$ cat src/rtl/quad_pkg.sv
// Shared types and helpers for the quadrature decoder: FSM states, timing constants
// and the Gray-code transition classifier.
package quad_pkg;

  typedef enum logic {ST_INIT, ST_RUN} quad_state_t;

  localparam int INIT_CYCLES = 3;
  localparam int SYNC_STAGES = 2;
  localparam int INIT_W      = $clog2(INIT_CYCLES + 1);

  typedef struct packed {
    logic valid;
    logic up;
    logic err;
  } quad_step_t;

  // Position of an {A,B} pair along the forward cycle 00 -> 01 -> 11 -> 10.
  function automatic logic [1:0] gray_index(input logic [1:0] ab);
    case (ab)
      2'b00:   return 2'd0;
      2'b01:   return 2'd1;
      2'b11:   return 2'd2;
      default: return 2'd3;
    endcase
  endfunction

  function automatic quad_step_t quad_step(input logic [1:0] prev, input logic [1:0] cur);
    quad_step_t r;
    logic [1:0] delta;
    delta   = gray_index(cur) - gray_index(prev);
    r.valid = (delta == 2'd1) || (delta == 2'd3);
    r.up    = (delta == 2'd1);
    r.err   = (delta == 2'd2);
    return r;
  endfunction

endpackage

$ cat src/rtl/sync_2ff.sv
// Single-bit synchronizer for an asynchronous input; every stage clears to 0 on reset.
module sync_2ff
  import quad_pkg::*;
(
  input  logic clk,
  input  logic reset,
  input  logic d,
  output logic q
);

  logic [SYNC_STAGES-1:0] stage_reg;

  always_ff @(posedge clk) begin
    if (reset) begin
      stage_reg <= '0;
    end else begin
      stage_reg <= {stage_reg[SYNC_STAGES-2:0], d};
    end
  end

  assign q = stage_reg[SYNC_STAGES-1];

endmodule

$ cat src/rtl/quad_decoder.sv
// Quadrature A/B decoder with wrapping position count, direction, step and error reporting.
// Optional index (Z) input that zeroes the count is enabled by defining QUAD_INDEX_EN.
module quad_decoder
  import quad_pkg::*;
#(
  parameter int N          = 4,
  parameter int DIR_INVERT = 0
) (
  input  logic         clk,
  input  logic         reset,
  input  logic         a_in,
  input  logic         b_in,
  input  logic         clr,
`ifdef QUAD_INDEX_EN
  input  logic         z_in,
  output logic         index_pulse,
`endif
  output logic [N-1:0] count,
  output logic         dir,
  output logic         step,
  output logic         err_pulse,
  output logic         err_flag
);

  localparam logic INV = (DIR_INVERT != 0);

  logic [1:0]  pins;
  logic [1:0]  pin_sync;
  logic [1:0]  prev_reg;
  quad_step_t  dec;

  quad_state_t       state_reg, state_next;
  logic [INIT_W-1:0] init_cnt_reg, init_cnt_next;
  logic [N-1:0]      count_reg, count_next;
  logic              dir_reg, dir_next;
  logic              step_reg, step_next;
  logic              err_pulse_reg, err_pulse_next;
  logic              err_flag_reg, err_flag_next;
  logic              up;

  assign pins = {a_in, b_in};

  generate
    for (genvar gi = 0; gi < 2; gi++) begin : g_phase_sync
      sync_2ff u_sync (
        .clk   (clk),
        .reset (reset),
        .d     (pins[gi]),
        .q     (pin_sync[gi])
      );
    end
  endgenerate

`ifdef QUAD_INDEX_EN
  logic z_sync, z_prev_reg, z_rise;
  logic index_pulse_reg, index_pulse_next;

  sync_2ff u_sync_z (
    .clk   (clk),
    .reset (reset),
    .d     (z_in),
    .q     (z_sync)
  );

  assign z_rise      = z_sync & ~z_prev_reg;
  assign index_pulse = index_pulse_reg;
`endif

  assign dec = quad_step(prev_reg, pin_sync);
  assign up  = dec.up ^ INV;

  always_comb begin
    state_next     = state_reg;
    init_cnt_next  = init_cnt_reg;
    count_next     = count_reg;
    dir_next       = dir_reg;
    step_next      = 1'b0;
    err_pulse_next = 1'b0;
    err_flag_next  = err_flag_reg;
`ifdef QUAD_INDEX_EN
    index_pulse_next = 1'b0;
`endif
    case (state_reg)
      ST_INIT: begin
        // Let prev settle onto the synchronized pins before any decoding.
        init_cnt_next = init_cnt_reg + 1'b1;
        if (init_cnt_reg == INIT_W'(INIT_CYCLES - 1)) begin
          state_next = ST_RUN;
        end
      end
      default: begin
        if (dec.err) begin
          err_pulse_next = 1'b1;
          err_flag_next  = 1'b1;
        end else if (dec.valid) begin
          step_next  = 1'b1;
          dir_next   = up;
          count_next = up ? count_reg + 1'b1 : count_reg - 1'b1;
        end
        // A fresh error outranks the clear of the sticky flag.
        if (clr) begin
          count_next = '0;
          if (!dec.err) begin
            err_flag_next = 1'b0;
          end
        end
`ifdef QUAD_INDEX_EN
        if (z_rise) begin
          count_next       = '0;
          index_pulse_next = 1'b1;
        end
`endif
      end
    endcase
  end

  always_ff @(posedge clk) begin
    if (reset) begin
      state_reg     <= ST_INIT;
      init_cnt_reg  <= '0;
      prev_reg      <= '0;
      count_reg     <= '0;
      dir_reg       <= 1'b0;
      step_reg      <= 1'b0;
      err_pulse_reg <= 1'b0;
      err_flag_reg  <= 1'b0;
    end else begin
      state_reg     <= state_next;
      init_cnt_reg  <= init_cnt_next;
      prev_reg      <= pin_sync;
      count_reg     <= count_next;
      dir_reg       <= dir_next;
      step_reg      <= step_next;
      err_pulse_reg <= err_pulse_next;
      err_flag_reg  <= err_flag_next;
    end
  end

`ifdef QUAD_INDEX_EN
  always_ff @(posedge clk) begin
    if (reset) begin
      z_prev_reg      <= 1'b0;
      index_pulse_reg <= 1'b0;
    end else begin
      z_prev_reg      <= z_sync;
      index_pulse_reg <= index_pulse_next;
    end
  end
`endif

  assign count     = count_reg;
  assign dir       = dir_reg;
  assign step      = step_reg;
  assign err_pulse = err_pulse_reg;
  assign err_flag  = err_flag_reg;

endmodule

$ cat config.mk
export PLATFORM = sky130hd
export DESIGN_NAME = quad_decoder
export DESIGN_NICKNAME = d
export VERILOG_FILES = /design/src/rtl/quad_pkg.sv /design/src/rtl/sync_2ff.sv /design/src/rtl/quad_decoder.sv
export SDC_FILE = /design/constraint.sdc
export NUM_CORES = 1
export LEC_CHECK = 0
export ABC_CLOCK_PERIOD_IN_PS = 8400
export BUFFER_PORTS_ARGS = -buffer_cell sky130_fd_sc_hd__buf_2
export CAP_MARGIN = 40
export CELL_PAD_IN_SITES_DETAIL_PLACEMENT = 0
export CELL_PAD_IN_SITES_GLOBAL_PLACEMENT = 1
export CORE_MARGIN = 10
export CORE_UTILIZATION = 42
export CTS_CLUSTER_DIAMETER = 30
export DETAILED_ROUTE_END_ITERATION = 10
export HOLD_SLACK_MARGIN = 0.05
export PLACE_DENSITY_LB_ADDON = 0.08
export SLEW_MARGIN = 40
export SYNTH_ARGS = -nofsm -noshare
export SYNTH_HDL_FRONTEND = slang
export SYNTH_SLANG_ARGS = --single-unit
$ cat constraint.sdc
create_clock -name clk -period 8.4 [get_ports clk]
set_input_delay 0.42 -clock clk [delete_from_list [all_inputs] [get_ports clk]]
set_output_delay 0.42 -clock clk [all_outputs]
set_load 0.02 [all_outputs]
### Yosys cells after proc, flatten, opt, wreduce, memory -nomap -nowiden

Cells that the tools add are included.

* $add $sub $neg: 4
* equal/unequal tests: 9
* muxes and demuxes: 13
* bitwise logic cells: 2
* reduce and logical (&&, ||, !) cells: 8

Operators by type and width (count)
* 4-bit 2-to-1 mux: 4
* 2-bit one-hot mux with 3 select lines: 2
* 2-bit equality test (second input constant): 5
* 1-bit 2-to-1 mux: 7
* 2-bit by 1-bit equality test with 1-bit output (second input constant): 3
* 3-bit AND reduction: 2
* 4-bit by 1-bit adder with 4-bit output (second input constant): 1
* 2-bit zero test: 2
* 4-bit by 1-bit subtractor with 4-bit output (second input constant): 1
* 3-bit OR reduction: 1
* 2-bit by 1-bit adder with 2-bit output (second input constant): 1
* 2-bit inequality test (second input constant): 1
* 1-bit inverter: 2
* 2-bit nonzero test: 1
* 2-bit OR reduction: 1
* 2-bit subtractor: 1
* 1-bit logical OR: 1

* bits in registers: 17
* input port bits: 5
* logic and storage cells: 46

### Depth between registers and ports, before layout

* depth in word-level cells: 8
* depth in mapped cells: 12
* mapped depth without buffers: 12

### By module

Synthesis repeated with hierarchy kept, for this count alone.

* cell total of the unflattened synthesis: 82
* area total of the unflattened synthesis: 759.5 µm²

Modules (own cells, without submodules)
* quad_decoder: instances 1, cells each 74, area an instance 654.4 µm², sequential area each 260.2 µm²
* sync_2ff: instances 2, cells each 4, area an instance 52.6 µm², sequential area each 40.0 µm²

### Least setup slack after synthesis

OpenSTA, ideal clock, no wires.

* kind: reg2reg
* from: register prev_reg[0]
* to: register count_reg[3] (netlist: count[3])
* library setup time: 75 ps
* data arrival time: 2560 ps
* required time: 8325 ps
* setup slack: 5765 ps
* stages on the path, launching flop included: 13
* buffers on the path: 0
* clock period less this slack: 2635 ps
* cells stage by stage: dfxtp_1 > inv_1 > ha_1 > inv_1 > ha_1 > xor3_1 > nand2b_1 > ha_1 > a21o_1 > a21oi_1 > or3_1 > a211o_1 > a31oi_1

* word-level cells in the longest chain between the ends: 8
* elaborated cells on any way between the ends: 16

Ends and longest elaborated chain
* start: declaration: RTL line quad_decoder.sv:29 `logic [1:0] prev_reg;`
* start signal: assignment: RTL line quad_decoder.sv:130 `prev_reg <= pin_sync;`
* 2-bit equality test, or another cell as far along: RTL line quad_pkg.sv:19 `case (ab)`
* 2-bit one-hot mux with 3 select lines (*): RTL line quad_pkg.sv:19
* 2-bit subtractor (*): RTL line quad_pkg.sv:30 `delta = gray_index(cur) - gray_index(prev);`
* 2-bit by 1-bit equality test with 1-bit output: RTL line quad_pkg.sv:31, quad_pkg.sv:32
* 4-bit 2-to-1 mux: RTL line quad_decoder.sv:98 `count_next = up ? count_reg + 1'b1 : count_reg - 1'b1;`
* 4-bit 2-to-1 mux: RTL line quad_decoder.sv:95 `end else if (dec.valid) begin`
* 4-bit 2-to-1 mux: RTL line quad_decoder.sv:92 `if (dec.err) begin`
* 4-bit 2-to-1 mux: RTL line quad_decoder.sv:101 `if (clr) begin`
* end signal: assignment: RTL line quad_decoder.sv:131 `count_reg <= count_next;`
* end: declaration: RTL line quad_decoder.sv:34 `logic [N-1:0] count_reg, count_next;`

Mark *: on every way between the ends. The rest lies on a longest branch, timed or not. The select of a mux whose other input is x is not followed.
A chain may end at the register's enable or synchronous reset.

### Worst setup path in the final report

Ends and elaborated chain as after synthesis.

==> impl_metrics.yaml <==
status:
  status: "finished clean"
yosys:
  synth-seq-cells: 17
  ys_types: 21
  synthCells: 83
  synth_warnings: 0
  syn_nets: 97
  syn_area_um2: 759
  post_synth.cell_area_avg_um2: 9.15
  yosysSeqAreaShare_pct: 44.8
cts:
  cts_resized: 0
  clk_pin_slew_ns: 0.09
  clk_latency_ns: 0.28
  htree_levels: 1
  cts_tree: "yes"
  cts.path.max_buffers: 2
  ctsHoldBuffers: 0
  cts_setup_buffers: 0
  cts_sinks: 17
  cts_root_buf: "clkbuf_4"
  cts_buffers: 3
final_layout:
  area_delta_synth_final_pct: 14.5
  layout_commonest_cell: "dfxtp_1"
  n_antenna_cell: 0
  layout-drive-gt1-share_pct: 15.5
  stdcell_area_um2: 870
  layout_common_cells: "dfxtp_1 (17), nor2_1 (15), buf_2 (12), inv_1 (9), ha_1 (8)"
  instances_no_fill: 122
  nNetsFinal: 112
timing:
  rsz0062_at_grt: "no"
  timing.final.crit_share_pct: 33.2
  tns_ns: 0
  report.final.hold_viol_count: 0
  setup_viol: 0
  max-slew-margin-rel_pct: 60.0
  min_period_ns: 2.79
  worstMarginPinSlew_ns: 0.593
  fin_ws_ns: 5.61
  fmax_mhz: 359
  slew_violations: 0
  fin_skew_ns: 0.00269
worst_setup_path:
  path_common_cell: "ha_1"
  crit_path_top_delay_cell: "xor3_1"
  cp.required_ns: 8.61
  worstRegToRegCells: 12
  path_cells: "inv_1, ha_1, inv_1, ha_1, xor3_1, nand2b_1, ha_1, a21o_1, a21oi_1, or3_1, a211o_1, a31oi_1"
  reg2reg_slack_ns: 5.61
  start_kind: "flop"
  worst_setup_path_end_kind: "flop"
  critPathArrivalTime_ns: 3.00
  max_stage_delay_ns: 0.46
  r2r-end: "count[3]"
  cp_max_fo: 5
  regToRegStartpoint: "prev_reg[0]"
  worstSetupPathType: "flop to flop"
hold_path:
  hp-start: "b_in"
  hold_end: "g_phase_sync[0].u_sync.stage_reg[0]"
  whs_path_depth: 2
  min_path_type: "primary input to flop"
grt:
  antenna_found_initial: 0
  overflow: 0
  grt_first_pass_wirelength_um: 2180
  grt_start_max_net_pins: 18
  grt_util_all_layers_pct: 6.80
  grt_pass1_vias: 527
power_and_ir_drop:
  irDropWorstVdd_mv: 0.151
  leakage_nw: 0.432
  p_per_area_mw_per_mm2: 207
route:
  drt_pass1_iterations: 4
  first_iter_violations: 8
  routed_wl_um: 1220
  final_antenna_net_count: 0
  vias_per_cell: 4.32
  drc: 0
  wl_per_cell_um: 10.0
  vias: 527
die:
  io-pin-count: 13
  die_w_um: 62.5
  rows: 15
  die_y_um: 62.5
  dieArea_mm2: 0.00391
  core_mm2: 0.00173
  start_util_pct: 44.0
place:
  dp.cells: 118
  pre_cts_ws_ns: 5.61
  gp_congestion: 0.692
  placed_area_um2: 843
  dp_hpwl_um: 928
  io_buffers: 12
run:
  maxCapViolations: 0
==> Yosys cell counts <==
| cell | instances | area (um^2) |
|---|---|---|
| a211oi_1 | 1 | 7.51 |
| xor2_1 | 2 | 17.5 |
| a21oi_1 | 6 | 30.0 |
| xor3_1 | 1 | 23.8 |
| nor2b_1 | 7 | 43.8 |
| nand2b_1 | 2 | 12.5 |
| a31oi_1 | 1 | 6.26 |
| a211o_1 | 1 | 8.76 |
| o21ai_0 | 2 | 10.0 |
| inv_1 | 9 | 33.8 |
| or3_1 | 1 | 6.26 |
| nand2_1 | 3 | 11.3 |
| nor3_1 | 1 | 5.00 |
| a21o_1 | 1 | 7.51 |
| nand4_1 | 1 | 6.26 |
| nand3_1 | 1 | 5.00 |
| fa_1 | 1 | 20.0 |
| ha_1 | 8 | 100 |
| nor2_1 | 15 | 56.3 |
| dfxtp_1 | 17 | 340 |
| clkbuf_1 | 2 | 7.51 |
==> worst max path at each step <==
| stage | from | endpoint | cells past startpoint |
|---|---|---|---|
| finish | prev_reg[0] | count[3] | 12 |
| global route | prev_reg[0] | count[3] | 12 |
| CTS | prev_reg[0] | count[3] | 12 |
| detailed placement | prev_reg[0] | count[3] | 12 |
| global placement | prev_reg[0] | count[3] | 12 |
| floorplan | prev_reg[0] | count[3] | 12 |
==> report_power, final <==
| part | switching [W] | leakage (nW) | internal, W |
|---|---|---|---|
| registers | 0.00000777 | 0.139 | 0.0000903 |
| logic | 0.0000225 | 0.278 | 0.0000176 |
| clock network | 0.0000232 | 0.0150 | 0.0000184 |
| total | 0.0000535 | 0.432 | 0.000126 |
==> cell type report <==
| type | count | area [um^2] |
|---|---|---|
| Fill cell | 185 | 857 |
| Multi-Input combinational cell | 55 | 378 |
| Sequential cell | 17 | 340 |
| Timing Repair Buffer | 12 | 60.1 |
| Inverter | 9 | 33.8 |
| Tap cell | 25 | 31.3 |
| Clock buffer | 4 | 26.3 |
==> layer usage <==
metal / global-route usage, % / up-vias / share of wire (%)
met5: 0 / - / 0
li1: - / 294 / -
met3: 3.23 / 2 / 4.2
met4: 3.35 / 0 / 1.1
met1: 8.04 / 224 / 54
met2: 10.0 / 7 / 41
==> stage by stage <==
step / total power (W) / hold slack (ns) / util, %
floorplan: 0.000131 / 0.414 / -
global placement: 0.000140 / 0.420 / 48.8
detailed placement: 0.000141 / 0.424 / 48.8
CTS: 0.000184 / 0.336 / 50.4
global route: 0.000197 / 0.355 / 50.4
finish: 0.000180 / 0.346 / 50.4
==> cells by family (layout without fill, tap and decap cells) <==
logic type / count (synthesis) / count (layout) / share of synthesized area (%)
adders and majority gates: 9 / 9 / 15.8
xor gates and xnor gates: 3 / 3 / 5.44
AOI/OAI and AO/OA: 12 / 12 / 9.23
DFF: 17 / 17 / 44.8
and+or+nand+nor: 31 / 31 / 19.3
buffers and inverters: 11 / 25 / 5.44
==> critical path: cells and delay by family, from the launching register on <==
family | cells | cell delay (ns)
flops | 1 | 0.34
fa+ha+maj | 3 | 0.69
simple gates | 2 | 0.54
compound gates | 4 | 0.58
xor+xnor | 1 | 0.46
buf+inv | 2 | 0.11
(Power assumes the default switching activity.)
